==> config.mk <==
export PLATFORM = sky130hd
export DESIGN_NAME = mem_request_arbiter
export DESIGN_NICKNAME = d
export VERILOG_FILES = /design/src/rtl/mem_request_arbiter_pkg.sv /design/src/rtl/mem_request_arbiter_owner_fifo.sv /design/src/rtl/mem_request_arbiter.sv
export SDC_FILE = /design/constraint.sdc
export NUM_CORES = 1
export LEC_CHECK = 0
export CORE_ASPECT_RATIO = 0.75
export CORE_MARGIN = 2
export CORE_UTILIZATION = 44
export DETAILED_ROUTE_END_ITERATION = 10
export PLACE_DENSITY = 0.92
export SLEW_MARGIN = 20
export SYNTH_ARGS = -nofsm -noshare
export SYNTH_HDL_FRONTEND = slang
export SYNTH_SLANG_ARGS = --single-unit
==> constraint.sdc <==
create_clock -name clk -period 3.96 [get_ports clk]
set_clock_uncertainty 0.05 [all_clocks]
set_input_delay 1.188 -clock clk [delete_from_list [all_inputs] [get_ports clk]]
set_output_delay 1.188 -clock clk [all_outputs]
set_load 0.03 [all_outputs]
==> src/rtl/mem_request_arbiter_pkg.sv <==
// Command encoding and default sizing shared by the arbiter and the CPU front end.
// A command with its MSB set is a write (no response); MSB clear is a read (one response).
package mem_request_arbiter_pkg;

  localparam int CMD_BITS      = 2;
  localparam int DATA_BITS     = 2;
  localparam int MAX_READS     = 2;
  localparam int CMD_WRITE_BIT = CMD_BITS - 1;

  typedef enum logic {
    ST_IDLE = 1'b0,
    ST_BUSY = 1'b1
  } arb_state_t;

  function automatic logic is_write(input logic [CMD_BITS-1:0] cmd);
    return cmd[CMD_WRITE_BIT];
  endfunction

  function automatic logic is_read(input logic [CMD_BITS-1:0] cmd);
    return !cmd[CMD_WRITE_BIT];
  endfunction

endpackage

==> src/rtl/mem_request_arbiter_owner_fifo.sv <==
// Circular FIFO of 1-bit owner tags, one per read still waiting for its response.
// Pushes into a full FIFO and pops from an empty one are ignored.
module mem_owner_fifo #(
  parameter int DEPTH    = 2,
  parameter int CNT_BITS = $clog2(DEPTH) + 1
) (
  input  logic                clk,
  input  logic                reset,
  input  logic                push,
  input  logic                pop,
  input  logic                din,
  output logic                head,
  output logic                empty,
  output logic [CNT_BITS-1:0] count
);

  localparam int PTR_BITS = (DEPTH > 1) ? $clog2(DEPTH) : 1;

  logic [DEPTH-1:0]    slots;
  logic [PTR_BITS-1:0] wr_ptr;
  logic [PTR_BITS-1:0] rd_ptr;
  logic                do_push;
  logic                do_pop;

  function automatic logic [PTR_BITS-1:0] next_ptr(input logic [PTR_BITS-1:0] ptr);
    return (ptr == PTR_BITS'(DEPTH - 1)) ? '0 : ptr + PTR_BITS'(1);
  endfunction

  assign empty   = (count == '0);
  assign do_push = push && (count != CNT_BITS'(DEPTH));
  assign do_pop  = pop && !empty;
  assign head    = slots[rd_ptr];

  always_ff @(posedge clk or posedge reset) begin
    if (reset) begin
      slots  <= '0;
      wr_ptr <= '0;
      rd_ptr <= '0;
      count  <= '0;
    end else begin
      if (do_push) begin
        slots[wr_ptr] <= din;
        wr_ptr        <= next_ptr(wr_ptr);
      end
      if (do_pop) begin
        rd_ptr <= next_ptr(rd_ptr);
      end
      case ({do_push, do_pop})
        2'b10:   count <= count + CNT_BITS'(1);
        2'b01:   count <= count - CNT_BITS'(1);
        default: count <= count;
      endcase
    end
  end

endmodule

==> src/rtl/mem_request_arbiter.sv <==
// Round-robin share of one memory_interface TX channel between fetch (port 0) and
// load/store (port 1); in-order read responses are steered back by an owner FIFO.
module mem_request_arbiter
  import mem_request_arbiter_pkg::*;
#(
  parameter int TX_CMD_BITS     = CMD_BITS,
  parameter int IO_BITS         = DATA_BITS,
  parameter int MAX_OUTSTANDING = MAX_READS
) (
  input  logic                                 clk,
  input  logic                                 reset,
  input  logic [1:0]                           req_valid,
  input  logic [2*TX_CMD_BITS-1:0]             req_cmd,
  output logic [1:0]                           req_started,
  input  logic [2*IO_BITS-1:0]                 req_tx_data,
  output logic [1:0]                           req_tx_data_next,
  output logic [1:0]                           req_rx_valid,
  output logic [1:0]                           req_rx_done,
  output logic                                 tx_command_valid,
  output logic [TX_CMD_BITS-1:0]               tx_command,
  output logic [IO_BITS-1:0]                   tx_data,
  input  logic                                 tx_command_started,
  input  logic                                 tx_active,
  input  logic                                 tx_data_next,
  input  logic                                 tx_done,
  input  logic                                 rx_started,
  input  logic                                 rx_data_valid,
  input  logic                                 rx_done,
  output logic [$clog2(MAX_OUTSTANDING):0]     outstanding,
  output logic                                 rx_unexpected,
  output logic                                 state
);

  localparam int CNT_BITS = $clog2(MAX_OUTSTANDING) + 1;

  // Handshake: a command is offered while tx_command_valid is high and is taken
  // in the cycle memory_interface raises tx_command_started; no later back-pressure.
  arb_state_t              fsm;
  logic                    last_grant;
  logic                    owner;
  logic [TX_CMD_BITS-1:0]  cmd_latch;
  logic [TX_CMD_BITS-1:0]  cmd0;
  logic [TX_CMD_BITS-1:0]  cmd1;
  logic [TX_CMD_BITS-1:0]  grant_cmd;
  logic [1:0]              eligible;
  logic                    cap_ok;
  logic                    grant;
  logic                    start;
  logic                    push;
  logic                    pop;
  logic                    data_sel;
  logic                    fifo_head;
  logic                    fifo_empty;
  logic                    rx_drop;
  logic                    rx_route;
  logic                    orphan_start;
  logic                    unused_ok;

  assign unused_ok = tx_active;
  assign state     = fsm;

  assign cmd0   = req_cmd[0 +: TX_CMD_BITS];
  assign cmd1   = req_cmd[TX_CMD_BITS +: TX_CMD_BITS];
  // Registered count only: a read blocked at the cap waits one cycle after rx_done.
  assign cap_ok = (outstanding < CNT_BITS'(MAX_OUTSTANDING));

  assign eligible[0] = req_valid[0] && (is_write(cmd0) || cap_ok);
  assign eligible[1] = req_valid[1] && (is_write(cmd1) || cap_ok);

  always_comb begin
    grant = 1'b0;
    if (&eligible) begin
      grant = ~last_grant;
    end else if (eligible[1]) begin
      grant = 1'b1;
    end
  end

  assign grant_cmd        = grant ? cmd1 : cmd0;
  assign tx_command_valid = (fsm == ST_IDLE) && (|eligible);
  assign start            = tx_command_valid && tx_command_started;
  assign req_started      = start ? (grant ? 2'b10 : 2'b01) : 2'b00;
  assign push             = start && is_read(grant_cmd);

  assign tx_command = (fsm == ST_BUSY) ? cmd_latch : grant_cmd;
  assign data_sel   = (fsm == ST_BUSY) ? owner : grant;
  assign tx_data    = data_sel ? req_tx_data[IO_BITS +: IO_BITS] : req_tx_data[0 +: IO_BITS];

  assign req_tx_data_next = ((fsm == ST_BUSY) && tx_data_next) ? (owner ? 2'b10 : 2'b01) : 2'b00;

  always_ff @(posedge clk or posedge reset) begin
    if (reset) begin
      fsm        <= ST_IDLE;
      last_grant <= 1'b1;
      owner      <= 1'b0;
      cmd_latch  <= '0;
    end else begin
      case (fsm)
        ST_IDLE: begin
          if (start) begin
            fsm        <= ST_BUSY;
            owner      <= grant;
            cmd_latch  <= grant_cmd;
            last_grant <= grant;
          end
        end
        ST_BUSY: begin
          if (tx_done) begin
            fsm <= ST_IDLE;
          end
        end
      endcase
    end
  end

  // A response nobody asked for is swallowed until its rx_done.
  assign orphan_start = rx_started && fifo_empty && !push;
  assign rx_route     = !fifo_empty && !rx_drop;
  assign pop          = rx_done && rx_route;
  assign req_rx_valid = (rx_route && rx_data_valid) ? (fifo_head ? 2'b10 : 2'b01) : 2'b00;
  assign req_rx_done  = (rx_route && rx_done) ? (fifo_head ? 2'b10 : 2'b01) : 2'b00;

  always_ff @(posedge clk or posedge reset) begin
    if (reset) begin
      rx_drop       <= 1'b0;
      rx_unexpected <= 1'b0;
    end else begin
      if (rx_done) begin
        rx_drop <= 1'b0;
      end else if (orphan_start) begin
        rx_drop <= 1'b1;
      end
      if (orphan_start || (rx_done && fifo_empty && !rx_drop)) begin
        rx_unexpected <= 1'b1;
      end
    end
  end

  mem_owner_fifo #(
    .DEPTH    (MAX_OUTSTANDING),
    .CNT_BITS (CNT_BITS)
  ) u_owner_fifo (
    .clk   (clk),
    .reset (reset),
    .push  (push),
    .pop   (pop),
    .din   (grant),
    .head  (fifo_head),
    .empty (fifo_empty),
    .count (outstanding)
  );

endmodule

* Yosys cells after proc, flatten, opt, wreduce, memory -nomap -nowiden *
Index checks and enable logic that the tools add are counted.

storage, ports and cells
  memories = 0
  memory bits (writable) = 0
  word-level logic and storage cells = 78
  flip-flop bits (word level) = 13
  bits in read-only memories = 0
  input bits = 19
  latch bits = 0

operators by class
  muxes and demuxes = 26
  multiply operators = 0
  $lt $le $gt $ge = 4
  shifts and indexed selects = 0
  bitwise operators = 2
  add/subtract/negate cells = 4
  equal/unequal tests = 3
  reduce and logical (&&, ||, !) cells = 29
  div/mod/pow operators = 0

operator list
  operator                                                                       number
  2-bit two-way mux                                                              10
  1-bit logical AND                                                              16
  1-bit two-way mux                                                              12
  1-bit logical NOT                                                              4
  1-bit by 2-bit less-than comparator with 1-bit output (second input constant)  2
  2-bit one-hot mux with 2 select lines                                          1
  2-bit AND reduction                                                            2
  2-bit nonzero test                                                             2
  1-bit logical OR                                                               3
  1-bit adder (second input constant)                                            2
  2-bit by 1-bit adder with 2-bit output (second input constant)                 1
  2-bit bitwise mux                                                              1
  2-bit by 1-bit == test with 1-bit output (second input constant)               1
  2-bit == test (second input constant)                                          1
  2-bit logical NOT                                                              1
  2-bit less-than comparator (second input constant)                             1
  2-bit != test (second input constant)                                          1
  1-bit NOT                                                                      2
  1-bit one-hot mux with 2 select lines                                          1
  2-bit OR reduction                                                             1
  2-bit by 1-bit subtractor with 2-bit output (second input constant)            1
  1-bit demux with 1-bit select                                                  1
  1-bit >= comparator (second input constant)                                    1

* Longest topological paths before layout *
Gate-level depths: netlist of run 1.

  depth after elaboration = 12
  gate-level depth with buffers = 8

* By module *
Synthesis of run 1 repeated with hierarchy kept, for this count alone.

unflattened totals
  cells, all modules = 82
  area total of the unflattened synthesis = 790.8 um2

modules (own cells, without submodules)
  module               area an instance (um2)  cells each  times used  seq. area each (um2)
  mem_request_arbiter  508.0                   59          1           176.4
  mem_owner_fifo       282.8                   23          1           150.1

* Worst setup path before layout of run 1 *
OpenSTA, ideal clock, no wires.

  path kind = input port to output port
  start = in req_valid[0]
  end = out tx_command[1]
  arrival = 2,553 ps
  cell stages on the path = 4
  slack = 169 ps
  buffers on the path = 0
  path through = nand2_1 -> nor4bb_2 -> or3_2 -> o21ai_0

on the way
  cells in the longest elaborated chain, start to end = 5

RTL lines
  element              RTL line                   RTL
  start, declared      mem_request_arbiter.sv:12  input logic [1:0] req_valid,
  1-bit logical AND    mem_request_arbiter.sv:67  assign eligible[0] = req_valid[0] && (is_write(cmd0) || cap_ok);
  2-bit AND reduction  mem_request_arbiter.sv:72  if (&eligible) begin
  1-bit two-way mux    mem_request_arbiter.sv:72
  2-bit two-way mux    mem_request_arbiter.sv:79  assign grant_cmd = grant ? cmd1 : cmd0;
  2-bit two-way mux    mem_request_arbiter.sv:85  assign tx_command = (fsm == ST_BUSY) ? cmd_latch : grant_cmd;
  end, declared        mem_request_arbiter.sv:20  output logic [TX_CMD_BITS-1:0] tx_command,

Every way passes these cells.

* Worst setup path after layout of run 1 *
  start = in req_cmd[3]
  end = out tx_data[0]

on the way
  cells in the longest elaborated chain, start to end = 6
  elaborated cells on any way between the ends = 7
  classes of those cells = mux (4); reduce/logical (3)

RTL lines
  element                                                          RTL line                                              RTL
  start, declared                                                  mem_request_arbiter.sv:13                             input logic [2*TX_CMD_BITS-1:0] req_cmd,
  1-bit logical OR *                                               mem_request_arbiter.sv:68                             assign eligible[1] = req_valid[1] && (is_write(cmd1) || cap_ok);
  1-bit logical AND *                                              mem_request_arbiter.sv:68
  1-bit two-way mux / 2-bit AND reduction (equally long branches)  mem_request_arbiter.sv:74, mem_request_arbiter.sv:72
  1-bit two-way mux *                                              mem_request_arbiter.sv:72
  1-bit two-way mux *                                              mem_request_arbiter.sv:86                             assign data_sel = (fsm == ST_BUSY) ? owner : grant;
  2-bit two-way mux *                                              mem_request_arbiter.sv:87                             assign tx_data = data_sel ? req_tx_data[IO_BITS +: IO_BITS] : req_tx_data[0 +: IO_BITS];
  end, declared                                                    mem_request_arbiter.sv:21                             output logic [IO_BITS-1:0] tx_data,

Mark *: on every way between the ends. The rest lies on a longest branch, timed or not.

==> metrics.cfg, run 1 <==
[outcome]
status = finished clean

[grt]
antenna_found_initial = 0
globalRouteOverflowTotal = 0
grt_first_pass_wirelength_mm = 3.30
grt_pass1_vias = 744
grtUsageTotal_pct = 22.2
grt_max_degree = 14

[setup_path]
crit_slowest_cell = clkdlybuf4s50_1
ff2ff_path_depth = 9
crit_path_max_incr_delay_ns = 0.42
crit_path_max_fanout = 2
crit_chain = clkdlybuf4s50_1 -> nand2b_1 -> o211ai_2 -> nor2_2 -> a21oi_2 -> mux2_1 -> buf_2
cp-start-kind = input port
worstReg2RegStart = last_grant
endpoint_kind = output port
regToRegEndpoint = u_owner_fifo.count[1]
crit_type = input port to output port
cp.arrival_ns = 2.62
cp.required_ns = 2.72
rrSetupSlack_ns = 1.76

[clock_network]
clockBufferDepth = 2
htreeDepth = 1
clkLatencyLatePin_ns = 0.28
path_clk_slew_ns = 0.07
cts_buffers = 3
root_buffer = clkbuf_4
hold_buffers = 0
clock_sinks = 13
cts_tree = built
cts_setup_buffers = 0

[cells_and_area]
regArea_um2 = 327
layout_common_cells = clkdlybuf4s50_1 (23), buf_4 (17), dfrtp_1 (12)
layout_commonest_cell = clkdlybuf4s50_1
areaGrowthSynthToFinish_pct = 55.3
n_antenna_cell = 0
drive_gt1_share_pct = 31.7
final_cell_count_no_fill = 148
finalNetCount = 147
num-fill-cells = 138
design_area_um2 = 1250
multi_input_area_um2 = 455

[die]
io_pins = 36
die_area_um2 = 2200
chipWidth_um = 53.5
core_um2 = 1720
initial_core_util_pct = 46.9
fp.dieH_um = 41.1
num_rows = 13

[power]
swShare_pct = 45.5
ir_drop_uv = 467
power_frac_seq_pct = 32.2
p_int_mw = 0.452
pwr-share-clk_pct = 10.2
power_density_nw_per_um2 = 661
p_leak_nw = 0.572
p_switching_mw = 0.378
combPwrFrac_pct = 57.6

[placement]
portBuffers = 34
dp_hpwl_mm = 1.74
place_inst = 144
gp_congestion = 0.689
dpl_cell_area_um2 = 1220

[synthesis]
yosys.area.top_type = dfrtp_1
ys_async_sr_fraction_pct = 100
yosysSeqAreaShare_pct = 40.4
ys.flop_type = dfrtp_1
syn-instance-count = 79
avgSynthCellArea_um2 = 10.2
synth_nets = 99
synthTopCellsByArea = dfrtp_1 (37%), xnor2_1 (4.3%), nor2_1 (4.2%)
yosys.area.top_type_share_pct = 37.2
synth-seq-cells = 13
ys_warn_count = 0
netlist_area_um2 = 808
synth_edf_count = 0
synth_cell_types = 32

[drt]
drt_iter0_drc = 10
dr.pass1.iters = 4
ant_nets = 0
drt-total-wl_mm = 2.18
vias_per_cell = 5.14
wl_per_cell_um = 14.7
drc = 0
vias = 760

[min_path]
hold_depth = 2
worstHoldStart = rx_unexpected
hp-class = flip-flop to flip-flop
hold_end = rx_unexpected

[timing]
worst_pin_slew_ns = 0.572
finalSetupTns_ns = 0
max_freq_ghz = 0.259
relSlewSlack_pct = 61.5
setup_viol = 0
rsz0062_at_grt = yes
period_minus_slack_ns = 3.86
maxSlewViolCount = 0
hold_viol = 0
fin_crit_sh_pct = 97.5

[flow_run]
maxCapViolCount = 0

[cell type report]
| type | instances | share of cell area [%] |
|---|---|---|
| clock buffer | 4 | 2.09 |
| inverter | 5 | 1.50 |
| multi-input combinational | 59 | 36.3 |
| sequential | 13 | 26.0 |
| tap | 22 | 2.19 |
| timing repair buffer | 45 | 31.9 |
[power by group through the flow]
stage                     Combinational, mW  Sequential, mW  Clock, mW
after CTS                             0.474           0.265     0.0888
final                                 0.478           0.267     0.0848
after global routing                  0.517           0.275     0.0930
after floorplan                       0.305           0.261          0
after detailed placement              0.474           0.267          0
after global placement                0.455           0.257          0
[cell families after synthesis]
family	after synthesis	synth area share [%]
flops	13	40.4
fa+ha+maj	1	1.55
simple gates	28	19.7
compound gates	20	21.2
mux	5	6.66
buf+inv	7	5.11
xor+xnor	5	5.42
[timing repair]
item / CTS / global route
cloned: 0 / 0
setup endpoints to repair: 4 / 5
resized for setup: 12 / 7
pin swaps: 0 / 0
hold endpoints to repair: 0 / 0
[how the worst max path moves through the flow]
stage / from / endpoint / depth (start not counted)
floorplan: req_valid[0] / tx_command[1] / 4
global placement: req_valid[0] / tx_data[0] / 7
detailed placement: req_valid[0] / tx_data[0] / 7
CTS: req_cmd[1] / tx_data[0] / 7
global route: req_cmd[3] / tx_command[0] / 7
finish: req_cmd[3] / tx_data[0] / 7
[state kept, by name, indices dropped and copies added (netlist names)]
name / cells
state: 1
owner: 1
u_owner_fifo.count: 2
u_owner_fifo.slots: 2
rx_unexpected: 1
rx_drop: 1
cmd_latch: 2
u_owner_fifo.rd_ptr: 1
last_grant: 1
u_owner_fifo.wr_ptr: 1
[Yosys cell counts (3+ instances only)]
| cell | count |
|---|---|
| o21ai_0 | 5 |
| nor2_1 | 9 |
| inv_1 | 5 |
| dfrtp_1 | 12 |
| xnor2_1 | 4 |
| nand2_1 | 6 |
| a21oi_1 | 3 |
[metrics by stage]
stage / total power, mW / setup WS [ns] / hold slack (ns) / util, %
after global placement: 0.711 / -0.352 / 0.402 / 70.7
after detailed placement: 0.741 / -0.401 / 0.414 / 70.7
final: 0.830 / 0.0975 / 0.429 / 72.8
after global routing: 0.885 / -0.00411 / 0.461 / 72.8
after CTS: 0.828 / -0.0554 / 0.432 / 72.2
after floorplan: 0.566 / 0.169 / 0.400 / -
[worst max-delay path: cells and delay by family]
family                 cells  cell delay [ns]
buffers and inverters      2             0.60
multiplexers               1             0.34
AO/OA/AOI/OAI              2             0.26
AND/OR/NAND/NOR            2             0.23
[layer usage]
layer  GRT usage (%)  part of all wire (%)
met4            9.62                   1.4
met3            4.38                   3.8
met1            22.2                    40
met5               0                     0
met2            46.0                    55
No activity file was read; power rests on OpenSTA's default activity.
==> inputs of run 2 (changes only) <==
- CORE_UTILIZATION: 44 -> 43
- PLACE_DENSITY: 0.92 -> 0.91
- SKIP_LAST_GASP: unset -> 1
- SYNTH_HIERARCHICAL: unset -> 1
==> run 2 against run 1 <==
Compared with the run above:
- largest cell class unchanged
- cell area fell by 1.4%
- highest routed layer is now met3
- global-route usage rose by 0.58 points
- via count increased by 1.7%
==> metrics.cfg, run 2 <==
[setup_path]
cp.required_ns = 2.72  ; about the same
worstReg2RegStart = u_owner_fifo/count[1]  ; was last_grant
ff2ff_path_depth = 9  ; unchanged
startpoint = req_valid[0]  ; was req_cmd[3]
cp-start-kind = input port  ; unchanged
crit_path_max_fanout = 2  ; unchanged
endpoint_kind = output port  ; unchanged
cp.arrival_ns = 2.68  ; was 2.62 ns
rrSetupSlack_ns = 1.56  ; was 1.76 ns
regToRegEndpoint = u_owner_fifo/count[1]  ; was u_owner_fifo.count[1]
crit_type = input port to output port  ; unchanged

[synthesis]
synth-seq-cells = 13  ; unchanged
synthTopCellsByArea = dfrtp_1 (38%), nand2_1 (4.3%), mux2_2 (4.3%)  ; was dfrtp_1 (37%), xnor2_1 (4.3%), nor2_1 (4.2%)
synth_cell_types = 32  ; unchanged
syn-instance-count = 82  ; was 79
yosys.area.top_type_share_pct = 38.0  ; was 37.2%
synth_edf_count = 0  ; unchanged
ys.flop_type = dfrtp_1  ; unchanged
netlist_area_um2 = 791  ; was 808 um2
avgSynthCellArea_um2 = 9.64  ; was 10.2 um2
yosys.area.top_type = dfrtp_1  ; unchanged
yosysSeqAreaShare_pct = 41.3  ; was 40.4%
ys_warn_count = 6  ; was 0
synth_common_cells = dfrtp_1 (12), nand2_1 (9), nor2_1 (8)  ; was dfrtp_1 (12), nor2_1 (9), nand2_1 (6)
yosysMostFrequentCell = dfrtp_1  ; unchanged
ys_async_sr_fraction_pct = 100  ; unchanged
synth_nets = 102  ; was 99

[die]
chipWidth_um = 53.5  ; about the same
die_area_um2 = 2200  ; about the same
core_um2 = 1720  ; unchanged
initial_core_util_pct = 45.9  ; was 46.9%
num_rows = 13  ; unchanged
io_pins = 36  ; unchanged
fp.dieH_um = 41.1  ; about the same

[min_path]
worstHoldStart = cmd_latch[1]  ; was rx_unexpected
hp-class = flip-flop to flip-flop  ; unchanged
hold_end = cmd_latch[1]  ; was rx_unexpected
hold_depth = 2  ; unchanged

[grt]
grt_max_degree = 9  ; was 14
antenna_found_initial = 0  ; unchanged
grt_first_pass_wirelength_mm = 3.31  ; was 3.30 mm
use_met3_pct = 6.57  ; was 4.38%
grtUsageMet1_pct = 27.1  ; was 22.2%
grt-busiest-layer = met2  ; unchanged
grt_pass1_vias = 712  ; was 744
grtUsageTotal_pct = 22.8  ; was 22.2%
globalRouteOverflowTotal = 0  ; unchanged
grt_util_met2_pct = 42.3  ; was 46.0%

[timing]
worst_pin_slew_ns = 0.375  ; was 0.572 ns
fin_crit_sh_pct = 98.9  ; was 97.5%
max_freq_ghz = 0.255  ; was 0.259 GHz
relSlewSlack_pct = 74.9  ; was 61.5%
setup_viol = 0  ; unchanged
hold_viol = 0  ; unchanged
maxSlewViolCount = 0  ; unchanged
period_minus_slack_ns = 3.92  ; was 3.86 ns

[placement]
dpl_cell_area_um2 = 1200  ; was 1220 um2
gp_congestion = 0.714  ; was 0.689
portBuffers = 34  ; unchanged
dp_hpwl_mm = 1.79  ; was 1.74 mm

[power]
p_leak_nw = 0.572  ; about the same
fin_total_pwr_mw = 0.848  ; was 0.830 mW
power_density_nw_per_um2 = 685  ; was 661 nW/um2
ir_drop_uv = 367  ; was 467 uV

[clock_network]
htreeDepth = 1  ; unchanged
clockBufferDepth = 2  ; unchanged
clock_sinks = 13  ; unchanged
clkLatencyLatePin_ns = 0.28  ; about the same
cts_buffers = 3  ; unchanged
cts_tree = built  ; unchanged
path_clk_slew_ns = 0.07  ; about the same
root_buffer = clkbuf_4  ; unchanged

[drt]
vias = 773  ; was 760
drt-total-wl_mm = 2.22  ; was 2.18 mm
vias_per_cell = 5.15  ; was 5.14
drc = 0  ; unchanged
drt_iter0_drc = 22  ; was 10
ant_nets = 0  ; unchanged
wl_per_cell_um = 14.8  ; was 14.7 um
dr.pass1.iters = 4  ; unchanged

[cells_and_area]
design_area_um2 = 1240  ; was 1250 um2
drive_gt1_share_pct = 21.9  ; was 31.7%
layout_commonest_cell = clkdlybuf4s50_1  ; unchanged
n_antenna_cell = 0  ; unchanged
finalNetCount = 149  ; was 147
reg_top3 = cmd_latch: 2 flops, u_owner_fifo/count: 2 flops, u_owner_fifo/slots: 2 flops  ; was cmd_latch: 2 flops, u_owner_fifo.count: 2 flops, u_owner_fifo.slots: 2 flops
areaGrowthSynthToFinish_pct = 56.5  ; was 55.3%
layout_common_cells = clkdlybuf4s50_1 (27), buf_4 (14), dfrtp_1 (12)  ; was clkdlybuf4s50_1 (23), buf_4 (17), dfrtp_1 (12)

[flow_run]
maxCapViolCount = 0  ; unchanged

[outcome]
status = finished clean  ; unchanged

run 2: cell types whose count changed in the layout (fill, tap and decap cells not counted), sizes merged, moves of 2 or more:
cell and delta:
o211ai -2, buf -5, mux2 +2, inv +2
nor2 -2, nand2 +2, o21ai -2, nand3b +2
a31oi +2, o31ai -2, clkdlybuf4s50 +4
run 2: logic make-up after synthesis:
family	count (synthesis)	synth area share, %
adder cells (fa/ha/maj)	1	1.58
buffers and inverters	8	4.75
XOR/XNOR	5	5.54
AO/OA/AOI/OAI	18	15.8
flip-flops	13	41.3
AND/OR/NAND/NOR	30	19.8
multiplexers	7	11.2
run 2: area by class of cell:
type,instances,area (um2)
sequential,13,327
multi-input combinational,61,438
timing repair buffer,43,393
inverter,7,26.3
tap,22,27.5
fill,117,487
clock buffer,4,26.3
run 2: worst max-delay path by stage:
stage                        to  slack, ns  depth (start not counted)
5_1_grt              tx_data[0]     -0.002                          6
2_1_floorplan     tx_command[1]       0.42                          4
4_1_cts        tx_command_valid       0.01                          5
3_3_place_gp         tx_data[1]      -0.38                          6
6_report             tx_data[1]       0.04                          6
3_5_place_dp         tx_data[0]      -0.41                          6
run 2: what timing repair did:
action	CTS	global route
buffers inserted	0	0
resized for setup	10	5
setup endpoints to repair	2	3
hold buffers	0	0
run 2: metrics by stage:
stage | std cells | setup WS (ns) | util (%) | TNS, ns | hold WS, ns
6_report | 150 | 0.0417 | 71.8 | 0 | 0.443
5_1_grt | 150 | -0.00158 | 71.8 | -0.00158 | 0.454
4_1_cts | 150 | 0.0112 | 70.8 | 0 | 0.440
3_5_place_dp | 146 | -0.409 | 69.9 | -0.809 | 0.423
3_3_place_gp | 146 | -0.376 | 69.9 | -0.751 | 0.414
2_1_floorplan | 82 | 0.419 | - | 0 | 0.400
run 2: critical path, stage by stage:
cell	delay, ns
clkdlybuf4s50_1	0.49
nand2_2	0.07
o221a_4	0.26
mux2i_4	0.15
mux2_2	0.35
buf_2	0.18
run 2: where the power goes:
group          switching, mW  total, mW  internal (mW)
sequential            0.0636      0.258          0.194
combinational          0.278      0.508          0.230
clock                 0.0427     0.0817         0.0391
total                  0.384      0.848          0.463
run 2: per-layer routing:
metal,routed length (um),vias to the layer above
li1,-,376
met1,923,370
met2,1170,27
met3,127,0
met4,0,0
met5,0,-
